## src/rtl/bcd_pkg.sv

```systemverilog
// Shared BCD/binary conversion definitions.
// Used by bcd_to_bin and the planned binary-to-BCD block.
package bcd_pkg;

  localparam int BCD_WIDTH_DEF = 32;
  localparam int BIN_WIDTH_DEF = 28;

  typedef enum logic [1:0] {
    IDLE = 2'd0,
    CONV = 2'd1,
    DONE = 2'd2
  } state_t;

endpackage

```

## src/rtl/bcd_digit_adj.sv

```systemverilog
// One BCD digit correction cell for reverse double dabble.
// A digit of 8 or more after the right shift gets 3 subtracted.
module bcd_digit_adj (
  input  logic [3:0] d_in,
  output logic [3:0] d_out
);

  always_comb begin
    d_out = d_in;
    if (d_in >= 4'd8) begin
      d_out = d_in - 4'd3;
    end
  end

endmodule

```

## src/rtl/bcd_to_bin.sv

```systemverilog
// Packed BCD to binary converter, one reverse double dabble step per clock.
// Digits above 9 are rejected with err and a zero result.
module bcd_to_bin
  import bcd_pkg::*;
#(
  parameter int BCD_WIDTH = BCD_WIDTH_DEF,
  parameter int BIN_WIDTH = BIN_WIDTH_DEF
) (
  input  logic                 clk,
  input  logic                 rst,
  input  logic                 in_valid,
  output logic                 in_ready,
  input  logic [BCD_WIDTH-1:0] bcd_in,
  output logic                 out_valid,
  input  logic                 out_ready,
  output logic [BIN_WIDTH-1:0] bin_out,
  output logic                 err
);

  localparam int NDIG = BCD_WIDTH / 4;
  localparam int CW   = $clog2(BIN_WIDTH + 1);

  state_t               state_q, state_d;
  logic [BCD_WIDTH-1:0] bcd_q, bcd_d;
  logic [BIN_WIDTH-1:0] bin_q, bin_d;
  logic [CW-1:0]        cnt_q, cnt_d;
  logic                 err_q, err_d;

  logic [BCD_WIDTH-1:0] bcd_sh;
  logic [BCD_WIDTH-1:0] bcd_adj;
  logic [NDIG-1:0]      bad_dig;
  logic                 last_step;

  // The BCD LSB falls into the top of the binary accumulator.
  assign bcd_sh = {1'b0, bcd_q[BCD_WIDTH-1:1]};

  for (genvar g = 0; g < NDIG; g++) begin : g_dig
    bcd_digit_adj u_adj (
      .d_in  (bcd_sh[4*g +: 4]),
      .d_out (bcd_adj[4*g +: 4])
    );
    assign bad_dig[g] = (bcd_in[4*g +: 4] > 4'd9);
  end

  assign last_step = (cnt_q == CW'(BIN_WIDTH - 1));

  assign in_ready  = (state_q == IDLE);
  assign out_valid = (state_q == DONE);
  assign bin_out   = bin_q;
  assign err       = err_q;

  always_comb begin
    state_d = state_q;
    bcd_d   = bcd_q;
    bin_d   = bin_q;
    cnt_d   = cnt_q;
    err_d   = err_q;
    unique case (state_q)
      IDLE: begin
        if (in_valid) begin
          cnt_d = '0;
          bin_d = '0;
          if (|bad_dig) begin
            bcd_d   = '0;
            err_d   = 1'b1;
            state_d = DONE;
          end else begin
            bcd_d   = bcd_in;
            err_d   = 1'b0;
            state_d = CONV;
          end
        end
      end
      CONV: begin
        bcd_d = bcd_adj;
        bin_d = {bcd_q[0], bin_q[BIN_WIDTH-1:1]};
        cnt_d = cnt_q + CW'(1);
        if (last_step) begin
          state_d = DONE;
        end
      end
      DONE: begin
        if (out_ready) begin
          state_d = IDLE;
        end
      end
      default: begin
        state_d = IDLE;
      end
    endcase
  end

  always_ff @(posedge clk or posedge rst) begin
    if (rst) begin
      state_q <= IDLE;
      bcd_q   <= '0;
      bin_q   <= '0;
      cnt_q   <= '0;
      err_q   <= 1'b0;
    end else begin
      state_q <= state_d;
      bcd_q   <= bcd_d;
      bin_q   <= bin_d;
      cnt_q   <= cnt_d;
      err_q   <= err_d;
    end
  end

endmodule

```

## config.mk

```make
export PLATFORM = sky130hd
export DESIGN_NAME = bcd_to_bin
export DESIGN_NICKNAME = d
export VERILOG_FILES = /design/src/rtl/bcd_pkg.sv /design/src/rtl/bcd_digit_adj.sv /design/src/rtl/bcd_to_bin.sv
export SDC_FILE = /design/constraint.sdc
export NUM_CORES = 1
export LEC_CHECK = 0
export CORE_AREA = 2 2 84 86
export DETAILED_ROUTE_END_ITERATION = 12
export DIE_AREA = 0 0 86 88
export PLACE_DENSITY = 0.9
export SETUP_SLACK_MARGIN = 0.02
export SKIP_LAST_GASP = 1
export SLEW_MARGIN = 20
export SYNTH_ARGS = -nofsm -noshare
export SYNTH_HDL_FRONTEND = slang
export SYNTH_SLANG_ARGS = --single-unit
```

## constraint.sdc

```tcl
create_clock -name clk -period 2.65 [get_ports clk]
set_input_delay 0.53 -clock clk [delete_from_list [all_inputs] [get_ports clk]]
set_output_delay 0.53 -clock clk [all_outputs]
set_load 0.05 [all_outputs]
```

==> run metrics <==
area of the mapped netlist=0.003381 mm^2; CTS root buffer=clkbuf_8; fraction of layout cells with a size suffix above 1=0.1317; setup violators final=0; # nets final=419; # resized after CTS=0; largest net degree at the start of global routing=39; Area Growth Syn to Fin=28.31%; final hold vios=0; PD cells=560.7 mW/mm^2; Peak VDD IR=0.0003064 V; Distinct cells, synth=30; Die ar.=0.007568 mm^2; WHS=500.9 ps; Worst Path Max Fanout=11; Vert. Die Dim=88 um; RSZ-0062 raised after global routing=false; clock tree buffer depth=2; io pins=67; Placement Cell Area=0.004100 mm^2; Final period util=0.9269; Pwr Total=0.002432 W; Starting Density=0.5089; postcts setup bufs=0; Worst-path clk slew=70 ps; CP required=2120 ps; DRC viols=0; sequential area share after synthesis=0.5033; Detail Route Antenna Nets=0; Rel. slew slack=0.6343; drt total wl=7810 um; first-pass GRT wire length=12,950 um; type of the worst min-delay path=flip-flop to flip-flop; Die Width=86 um; detailed-router iteration count before antenna repair=4; synth warn=0; status=complete, no violations; Synth Instances=301; Crit path max-delay family=buffers and inverters; Critical Path, Cell by Cell=nor2b_1 > clkdlybuf4s50_1; Core Area=0.006644 mm^2; routed via count=2,601; worst-margin pin slew=546.8 ps; initial antenna violation count=0; max cap viols=0; Mean Syn Cell Area=11.23 um^2; WP buf/inv=1; WS Path Type=flip-flop to output pin; Diodes inserted=0; CTS Sinks=68; Layout Skew=5.796 ps; Final Instance Area=0.004338 mm^2; Setup crit start kind=flip-flop; total grt overflow=0; CTS Buf Count=9; RD Place Congestion=0.7853; max-slew violations=0; worst skew pair latency=350 ps; Largest stage delay, worst path=840 ps; Worst Path Arrival=1930 ps; htree depth=3; HPWL Detailed=5435 um; syn nets=352; fmax=407.1 MHz; Via density=5.754; TritonCTS clock tree=built; I/O Buffers=66; critical path capture point type=output pin; vias in the first global route=2,648; wire per inst=17.28 um; Final Critical Period=2456 ps; Std-Cell Rows=30; Sum Neg Setup Slack=0 ps; Worst path slowest cell=clkdlybuf4s50_1; Yosys reg bits=68; drt first-iter violations=119; Pleak=1.883 nW; GRT Total Usage=0.2248; Post-CTS Hold Buffers=0
cell families (layout without fill, tap and decap cells):
logic type | Yosys count | in the layout | synth area share
compound gates | 96 | 96 | 0.2272
xor+xnor | 16 | 16 | 0.04145
fa+ha+maj | 15 | 15 | 0.05551
buf+inv | 35 | 106 | 0.05477
flops | 68 | 68 | 0.5033
mux | 7 | 7 | 0.02073
simple gates | 64 | 64 | 0.09697
layout make-up:
cell class,instances,area (um^2)
clock buffers,9,123.9
clock inverters,6,113.9
fillers,535,2306
inverters,15,56.30
multi-input cells,198,1494
flip-flops and latches,68,1702
well taps,80,100.1
repair buffers,76,748.2
synth_stat cells, drive strengths merged:
cell	instances	area, um^2
nand2	6	22.52
nand4b	1	8.760
inv	15	56.30
nor3b	1	7.510
and2b	1	7.510
o21ai	15	75.07
ha	15	187.7
buf	12	98.84
xor2	2	17.52
dfrtp	68	1702
clkbuf	8	30.03
nor4b	1	23.77
a21oi	11	55.05
a21o	2	15.01
or3	1	6.260
nand4	1	6.260
nor2b	12	75.07
nor2	31	116.4
a31oi	7	43.79
a221o	21	236.5
o2bb2ai	7	61.31
or2	1	6.260
o22ai	3	18.77
mux2i	7	70.07
nand2b	6	37.54
xnor2	14	122.6
a22o	30	262.8
nand3	2	10.01
state kept, by name, indices dropped and copies added, names as in the netlist:
name / cells
err: 1
bcd_q: 32
state_q: 2
bin_out: 28
cnt_q: 5
per-stage QoR:
stage,utilization,std cells,worst slack (ps)
after floorplan,-,301,408.5
after global placement,0.6171,437,338.2
after detailed placement,0.6171,437,317.0
after CTS,0.6529,452,170.3
after global routing,0.6529,452,69.56
final,0.6529,452,193.8
final timing paths:
| check | end | cells after the start | slack (ps) | from |
|---|---|---|---|---|
| setup / recovery | out_valid | 2 | 190 | state_q[1] |
| hold / removal | err | 2 | 500 | err |
| setup reg to reg | bcd_q[9] | 6 | 860 | state_q[0] |
| hold reg to reg | err | 2 | 500 | err |
| max in group asynchronous | bcd_q[30] | 3 | 1540 | rst |
| min in group asynchronous | bin_out[8] | 2 | 540 | rst |
layer usage:
layer | GRT usage | vias up | share of wire
met5 | 0 | - | 0
li1 | - | 1216 | -
met4 | 0.05339 | 0 | 0.0051
met1 | 0.2717 | 1286 | 0.42
met3 | 0.06880 | 7 | 0.058
met2 | 0.3953 | 92 | 0.52
report_power, final:
| part | switching (W) | leakage (nW) | internal [W] |
|---|---|---|---|
| Sequential | 0.0000429 | 0.935 | 0.00107 |
| Combinational | 0.000166 | 0.836 | 0.000137 |
| Clock | 0.000396 | 0.112 | 0.000621 |
| Total | 0.000605 | 1.88 | 0.00183 |
worst reg2reg max path, cell delays in order, from the launching register on:
cell	delay, ps
dfrtp_1	380
buf_4	180
nand2b_1	200
nor2_1	230
nor4b_4	270
buf_4	290
a221o_2	190
placed cells by master, fill, tap and decap left out:
cell type        netlist  layout
clkinv_4               0       1
a21o_1                 2       2
ha_1                  15      15
inv_2                  0       1
a21oi_1               11      11
nor3b_1                1       1
o21ai_0               15      15
and2b_1                1       1
buf_4                  3       9
o22ai_1                3       3
or3_1                  1       1
inv_1                 15      14
a31oi_1                7       7
clkinvlp_4             0       2
buf_12                 0       1
a221o_2               21      21
nor4b_4                1       1
dfrtp_1               68      68
bufinv_16              0       3
nand4_1                1       1
clkdlybuf4s50_1        0      66
clkbuf_8               0       9
xor2_1                 2       2
nor2b_1               12      12
xnor2_1               14      14
nand2_1                6       6
o2bb2ai_1              7       7
nand4b_1               1       1
mux2i_1                7       7
nand2b_1               6       6
or2_2                  0       1
a22o_1                30      30
nor2_1                31      31
nand3_1                2       2
Power figures use the tool's default switching activity.
